--- config.mk ---
export PLATFORM = sky130hd
export DESIGN_NAME = ps2_device
export DESIGN_NICKNAME = d
export VERILOG_FILES = /design/src/rtl/ps2_pkg.sv /design/src/rtl/ps2_half_timer.sv /design/src/rtl/ps2_device.sv
export SDC_FILE = /design/constraint.sdc
export NUM_CORES = 1
export LEC_CHECK = 0
export ABC_AREA = 1
export CORE_UTILIZATION = 52
export CTS_CLUSTER_SIZE = 28
export DETAILED_ROUTE_END_ITERATION = 10
export DONT_BUFFER_PORTS = 1
export PLACE_DENSITY = 0.7
export RECOVER_POWER = 25
export SKIP_CTS_REPAIR_TIMING = 1
export SYNTH_ARGS = -nofsm -noshare
export SYNTH_HDL_FRONTEND = slang
export SYNTH_SLANG_ARGS = --single-unit
--- constraint.sdc ---
create_clock -name clk -period 1.8 [get_ports clk]
set_input_delay 0.18 -clock clk [delete_from_list [all_inputs] [get_ports clk]]
set_output_delay 0.18 -clock clk [all_outputs]
set_load 0.03 [all_outputs]
--- src/rtl/ps2_pkg.sv ---
// ps2_pkg: shared state encoding, frame constants and parity helper for the PS/2 device
package ps2_pkg;
    typedef enum logic [2:0] {IDLE, TX_HI, TX_LO, RX_START, RX_LO, RX_HI, DONE} state_t;
    localparam int FRAME_LEN = 11;
    localparam int HALF_CYC_DEF = 1250;
    function automatic logic odd_par(input logic [7:0] d);
        return ~^d;
    endfunction
endpackage

--- src/rtl/ps2_half_timer.sv ---
// ps2_half_timer: half-period down-counter, expire is high while the count sits at zero
module ps2_half_timer import ps2_pkg::*; #(
    parameter int W = 16
) (
    input  logic         clk,
    input  logic         rst,
    input  logic         load,
    input  logic [W-1:0] load_val,
    output logic         expire
);
    logic [W-1:0] cnt;
    always_ff @(posedge clk) begin
        if (rst) cnt <= '0;
        else if (load) cnt <= load_val;
        else if (cnt != '0) cnt <= cnt - 1'b1;
    end
    assign expire = (cnt == '0);
endmodule

--- src/rtl/ps2_device.sv ---
// ps2_device: PS/2 device-side link, sends bytes to the host and receives host commands
module ps2_device import ps2_pkg::*; #(
    parameter int HALF_CYC = HALF_CYC_DEF
) (
    input  logic       clk,
    input  logic       rst,
    input  logic       ps2_clk_in,
    input  logic       ps2_data_in,
    output logic       ps2_clk_oe,
    output logic       ps2_data_oe,
    input  logic       tx_stb,
    input  logic [7:0] tx_data,
    output logic       tx_ready,
    output logic       tx_done,
    output logic       tx_abort,
    output logic       rx_valid,
    output logic [7:0] rx_data,
    output logic       rx_err
);
    state_t state;
    logic [3:0] bit_cnt;
    logic [FRAME_LEN-1:0] sh;
    logic rts, accept, load, expire, last_bit, rx_good;
    assign rts = ps2_clk_in & ~ps2_data_in;
    assign tx_ready = (state == IDLE) & ~rts;
    assign accept = tx_stb & tx_ready & ps2_clk_in;
    assign last_bit = (bit_cnt == 4'(FRAME_LEN - 1));
    // after ten RX samples: sh[10]=stop, sh[9]=parity, sh[8:1]=data
    assign rx_good = sh[10] & (^sh[9:1]);
    assign load = (state == IDLE) ? (rts | accept) : (expire & (state != DONE));
    ps2_half_timer #(.W(16)) u_timer (
        .clk(clk),
        .rst(rst),
        .load(load),
        .load_val(16'(HALF_CYC - 1)),
        .expire(expire)
    );
    always_ff @(posedge clk) begin
        if (rst) begin
            state <= IDLE;
            ps2_clk_oe <= 1'b0;
            ps2_data_oe <= 1'b0;
            tx_done <= 1'b0;
            tx_abort <= 1'b0;
            rx_valid <= 1'b0;
            rx_err <= 1'b0;
            rx_data <= '0;
            bit_cnt <= '0;
            sh <= '0;
        end else begin
            tx_done <= 1'b0;
            tx_abort <= 1'b0;
            rx_valid <= 1'b0;
            rx_err <= 1'b0;
            case (state)
                IDLE: begin
                    bit_cnt <= '0;
                    if (rts) state <= RX_START;
                    else if (accept) begin
                        state <= TX_HI;
                        sh <= {1'b1, odd_par(tx_data), tx_data, 1'b0};
                        ps2_data_oe <= 1'b1;
                    end
                end
                TX_HI: if (expire) begin
                    if (!ps2_clk_in) begin
                        state <= IDLE;
                        ps2_data_oe <= 1'b0;
                        tx_abort <= 1'b1;
                    end else begin
                        state <= TX_LO;
                        ps2_clk_oe <= 1'b1;
                    end
                end
                TX_LO: if (expire) begin
                    ps2_clk_oe <= 1'b0;
                    if (last_bit) begin
                        state <= DONE;
                        ps2_data_oe <= 1'b0;
                        tx_done <= 1'b1;
                    end else begin
                        state <= TX_HI;
                        bit_cnt <= bit_cnt + 4'd1;
                        sh <= sh >> 1;
                        ps2_data_oe <= ~sh[1];
                    end
                end
                RX_START: if (expire) begin
                    state <= RX_LO;
                    ps2_clk_oe <= 1'b1;
                end
                RX_LO: if (expire) begin
                    state <= RX_HI;
                    ps2_clk_oe <= 1'b0;
                end
                RX_HI: if (expire) begin
                    if (!ps2_clk_in) begin
                        state <= IDLE;
                        ps2_data_oe <= 1'b0;
                    end else if (last_bit) begin
                        state <= DONE;
                        ps2_data_oe <= 1'b0;
                        rx_valid <= rx_good;
                        rx_err <= ~rx_good;
                        if (rx_good) rx_data <= sh[8:1];
                    end else begin
                        state <= RX_LO;
                        ps2_clk_oe <= 1'b1;
                        bit_cnt <= bit_cnt + 4'd1;
                        sh <= {ps2_data_in, sh[10:1]};
                        // the stop bit sample decides whether pulse 11 carries the ack
                        if (bit_cnt == 4'd9) ps2_data_oe <= ps2_data_in;
                    end
                end
                default: state <= IDLE;
            endcase
        end
    end
endmodule

Word-level counts from Yosys, hierarchy flattened:

Index checks and enable logic that the tools add are counted.

* bits in registers: 48
* logic and storage cells: 123
* output and inout port bits: 15

* multiplexer cells: 49
* $add $sub $neg: 2
* bitwise logic cells: 17
* reductions and logical operators: 20
* equality and inequality tests: 23

Operators with widths (count)
* two-way mux 11 bit: 9
* one-hot mux 11 bit (3 select lines): 1
* two-way mux 3 bit: 9
* != test 2 bit (second input constant): 12
* AND reduction 8 bit: 3
* two-way mux 1 bit: 20
* one-hot mux 3 bit (6 select lines): 1
* zero test 16 bit: 1
* two-way mux 4 bit: 4
* nonzero test 16 bit: 1
* subtractor 16 x 1 -> 16 bit (second input constant): 1
* one-hot mux 4 bit (3 select lines): 1
* NOT 1 bit: 10
* parity 9 bit: 1
* equality test 4 bit (second input constant): 2
* one-hot mux 1 bit (4 select lines): 2
* nonzero test 4 bit: 2
* XNOR reduction 8 bit: 1
* AND 1 bit: 6
* equality test 3 x 2 -> 1 bit (second input constant): 2
* equality test 3 bit (second input constant): 2
* != test 3 bit (second input constant): 2
* AND reduction 6 bit: 1
* OR reduction 3 bit: 2
* other kinds (13): 15

Longest topological paths before layout:

Gate-level depths: netlist of the first run.

* depth in word-level cells: 9
* gate-level depth with buffers: 13
* gate-level depth less buffers: 12

Cells and area by module:

Synthesis of the first run repeated with hierarchy kept, for this count alone.

* cell total of the unflattened synthesis: 496
* area, all modules: 3104.2 um^2

By module, submodules not included
* ps2_device: times used 1, cells an instance 317, area an instance 1989.4 um^2, sequential area each 620.6 um^2
* ps2_half_timer: times used 1, cells an instance 179, area an instance 1114.8 um^2, sequential area each 320.3 um^2

Worst setup path before layout of the first run:

Ideal clock, no wire load.

* path kind: reg2reg
* start point: register u_timer.cnt[0]
* end point: register u_timer.cnt[13]
* library setup time: 150 ps
* cell stages (with the launch flop): 14
* setup slack: 99 ps
* arrival: 1551 ps
* required time: 1650 ps
* cell sequence: dfxtp_1 > inv_1 > ha_1 > nand2_2 > nor2_1 > nand2_1 > buf_6 > nand2_1 > nand2_1 > nor2_2 > inv_2 > nand2_1 > buf_6 > nor3b_1

* longest elaborated chain between the ends: 4
* elaborated cells on any way between the ends: 6
* classes of those cells: add/sub: 1; mux: 1; bitwise: 1; reduce/logical: 3

RTL lines
* start, declared: RTL line ps2_half_timer.sv:11 `logic [W-1:0] cnt;`
* start signal, assigned: RTL line ps2_half_timer.sv:14 `else if (load) cnt <= load_val;`
* start signal, assigned: RTL line ps2_half_timer.sv:15 `else if (cnt != '0) cnt <= cnt - 1'b1;`
* branches (longest 4 deep; another with subtractor 16 x 1 -> 16 bit)

Several ways; the timed one is not identified.
A chain may end at the register's enable or synchronous reset.

Final worst setup path of the first run:

* start point: register bit_cnt[0]
* end point: register sh[9]

* longest elaborated chain between the ends: 3
* elaborated cells on any way between the ends: 4
* classes of those cells: eq/ne: 3; reduce/logical: 1

RTL lines
* start, declared: RTL line ps2_device.sv:21 `logic [3:0] bit_cnt;`
* start signal, assigned: RTL line ps2_device.sv:83 `bit_cnt <= bit_cnt + 4'd1;`
* start signal, assigned: RTL line ps2_device.sv:109 `bit_cnt <= bit_cnt + 4'd1;`
* equality test 4 bit (*): RTL line ps2_device.sv:27 `assign last_bit = (bit_cnt == 4'(FRAME_LEN - 1));`
* != test 2 bit (no source line)
* AND reduction 8 bit (no source line) (*)
* end signal, assigned: RTL line ps2_device.sv:61 `sh <= {1'b1, odd_par(tx_data), tx_data, 1'b0};`
* end signal, assigned: RTL line ps2_device.sv:84 `sh <= sh >> 1;`
* end signal, assigned: RTL line ps2_device.sv:110 `sh <= {ps2_data_in, sh[10:1]};`
* end, declared: RTL line ps2_device.sv:22 `logic [FRAME_LEN-1:0] sh;`

Every way passes the cells marked *; elsewhere a longest branch is shown, timed or not.

==> results of run 1 <==
## layout make-up
cell class	count	area [um^2]
Clock buffer	6	72.6
Clock inverter	2	60.1
Fill cell	465	1800
Inverter	62	235
Multi-Input combinational cell	319	1670
Sequential cell	47	942
Tap cell	70	87.6
Timing Repair Buffer	37	313
## synthesized netlist by cell type (8+ instances only)
cell	number	area share
nand4_1	11	0.024
a21oi_1	18	0.032
nand3_1	16	0.028
nand2_1	112	0.15
o21ai_1	17	0.030
o21ai_0	11	0.020
inv_2	9	0.012
nor2_1	72	0.096
dfxtp_1	47	0.33
xor2_1	11	0.034
inv_1	53	0.071
nor3_1	8	0.014
xnor2_1	8	0.025
## power groups by stage
stage / Sequential, mW / Clock [mW] / Combinational, mW
2_1_floorplan: 1.65 / 0 / 2.96
3_3_place_gp: 1.69 / 0 / 4.08
3_5_place_dp: 1.69 / 0 / 4.10
4_1_cts: 1.67 / 0.932 / 4.12
5_1_grt: 1.74 / 0.970 / 4.95
6_report: 1.69 / 0.914 / 4.43
## path summary, 6_finish.rpt
| path | from | endpoint |
|---|---|---|
| worst max register to register | bit_cnt[0]$_SDFFE_PP0P_ | sh[9]$_SDFFE_PP0P_ |
| worst max-delay path | bit_cnt[0]$_SDFFE_PP0P_ | sh[9]$_SDFFE_PP0P_ |
| worst min register to register | bit_cnt[3]$_SDFFE_PP0P_ | bit_cnt[3]$_SDFFE_PP0P_ |
| worst min-delay path | tx_data[7] | sh[8]$_SDFFE_PP0P_ |
## state kept, by name (all words and copies together) (netlist names)
| name | count |
|---|---|
| ps2_clk_oe | 1 |
| ps2_data_oe | 1 |
| u_timer.cnt | 16 |
| rx_err | 1 |
| rx_valid | 1 |
| tx_abort | 1 |
| tx_done | 1 |
| sh | 10 |
| rx_data | 8 |
| state | 3 |
| bit_cnt | 4 |
## cells by family after synthesis
| group | share of synthesized area |
|---|---|
| and+or+nand+nor | 0.390 |
| buffers and inverters | 0.102 |
| AOI/OAI and AO/OA | 0.0973 |
| DFF | 0.334 |
| xor gates and xnor gates | 0.0591 |
| adders and majority gates | 0.0178 |
## layer usage
layer / global-route usage / up-vias / wire length (um)
met4: 0.0576 / 0 / 94
li1: - / 1449 / -
met3: 0.0489 / 11 / 357
met1: 0.310 / 1194 / 3190
met5: 0 / - / 0
met2: 0.362 / 79 / 2930
## critical path: stages, from the launching register on
cell,delay [ps]
dfxtp_2,330
inv_2,50
ha_1,130
nor3b_4,350
buf_6,170
nand2_2,50
o21ai_1,100
nor2_2,70
nand3_4,110
buf_12,130
nand2_1,50
nand2_1,50
nor2_1,40
==> flow_metrics.py, run 1 <==
metrics = {
    "power": {
        "pwr-share-clk": 0.130,
        "power_leakage_nw": 1.61,
        "p_switching_mw": 3.38,
        "seqPwrFrac": 0.240,
        "combPwrFrac": 0.630,
        "swShare": 0.480,
        "ir_drop_mv": 1.12,
        "intPower_mw": 3.66,
        "power_density_mw_per_mm2": 2080,
        "fin_total_pwr_mw": 7.04,
    },
    "timing": {
        "fmax_mhz": 582,
        "finalClockSkew_ps": 11.1,
        "worst_slack_ps": 81.2,
        "tightestPinTransition_ps": 559,
        "slew_headroom": 0.626,
        "hold_violations": 0,
        "report.final.slew_viol_count": 0,
        "timing.hold.ws_ps": 137,
        "fin_crit_sh": 0.955,
        "setup_viol": 0,
        "min_period_ps": 1720,
        "fin_setup_tns_ps": 0,
    },
    "clock_network": {
        "htreeDepth": 2,
        "cts_made_buffers": 5,
        "clk_latency_ps": 300,
        "cts_num_sinks": 47,
        "clock_tree.buffer_depth": 2,
        "cts_tree": "done",
        "cts_root_buf": "clkbuf_8",
        "clk_transition_reported_paths_ps": 90,
    },
    "routing": {
        "viasPerCell": 5.03,
        "drcViolationCount": 0,
        "drtPass1Iterations": 4,
        "drt-total-wl_mm": 6.57,
        "routedWlPerCell_um": 12.1,
        "ant_nets": 0,
        "drt-initial-drc-count": 131,
        "via_count": 2733,
    },
    "setup_path": {
        "critPathMaxFanout": 9,
        "rrSetupSlack_ps": 80,
        "critical_path_required_ps": 2010,
        "arrival_ps": 1920,
        "reg2reg_depth": 12,
        "critical_path_class": "flop to flop",
        "cp-end-kind": "flop",
        "worstSetupStartpointType": "flop",
    },
    "floorplanning": {
        "die_area_mm2": 0.00571,
        "coreArea_mm2": 0.00517,
        "chipHeight_um": 75.6,
        "rows": 26,
        "start_util": 0.545,
        "die_x_um": 75.6,
        "ioPinCount": 28,
    },
    "cells_and_area": {
        "stdcell_count": 543,
        "final_cell_area_mm2": 0.00338,
        "utilization": 0.653,
        "layout_common_cells": "nand2_1 (110), nor2_1 (67), inv_1 (51)",
        "drive_above_1_share": 0.178,
        "syn_to_final_growth_pct": 19.9,
        "num_antenna_cells": 0,
        "layout_commonest_cell": "nand2_1",
        "finalNetCount": 489,
    },
    "synthesis": {
        "yosys_most_used_dff": "dfxtp_1",
        "yosys_warnings": 0,
        "avgSynthCellArea_um2": 6.46,
        "synth.distinct_cells": 34,
        "syn_nets": 453,
        "ys_seq_elements": 47,
        "synthArstFlopShare": 0,
        "synth-edff-count": 0,
        "syn-cell-area_mm2": 0.00282,
        "synth_cells": 436,
        "seq_area_frac_synth": 0.334,
    },
    "global_routing": {
        "grt_max_degree": 20,
        "grt_pass1_wl_mm": 9.99,
        "grt_pass1_vias": 2282,
        "grt_usage": 0.226,
        "antenna_found_initial": 0,
        "overflow": 0,
    },
    "placed_design": {
        "port-buffer-count": 0,
        "pre_cts_slack_ps": 15.1,
        "finalWeightedCongestion": 1.03,
        "place_area_mm2": 0.00310,
        "dp_hpwl_mm": 4.82,
        "dp.cells": 527,
    },
    "min_path": {
        "hold_class": "input pin to flop",
        "hold_depth": 4,
    },
    "status": {
        "status": "finished clean",
    },
    "flow_run": {
        "maxCapViolCount": 0,
    },
}
Note: power is estimated with default switching activity, not from simulation.
==> inputs of run 2 (changes only) <==
--- a/config.mk
+++ b/config.mk
@@ -13,6 +13,7 @@
 export PLACE_DENSITY = 0.7
 export RECOVER_POWER = 25
 export SKIP_CTS_REPAIR_TIMING = 1
+export SKIP_LAST_GASP = 1
 export SYNTH_ARGS = -nofsm -noshare
 export SYNTH_HDL_FRONTEND = slang
 export SYNTH_SLANG_ARGS = --single-unit
==> results of run 2 <==
Same layout as run 1: the final DEF is identical, and so are final timing and power.
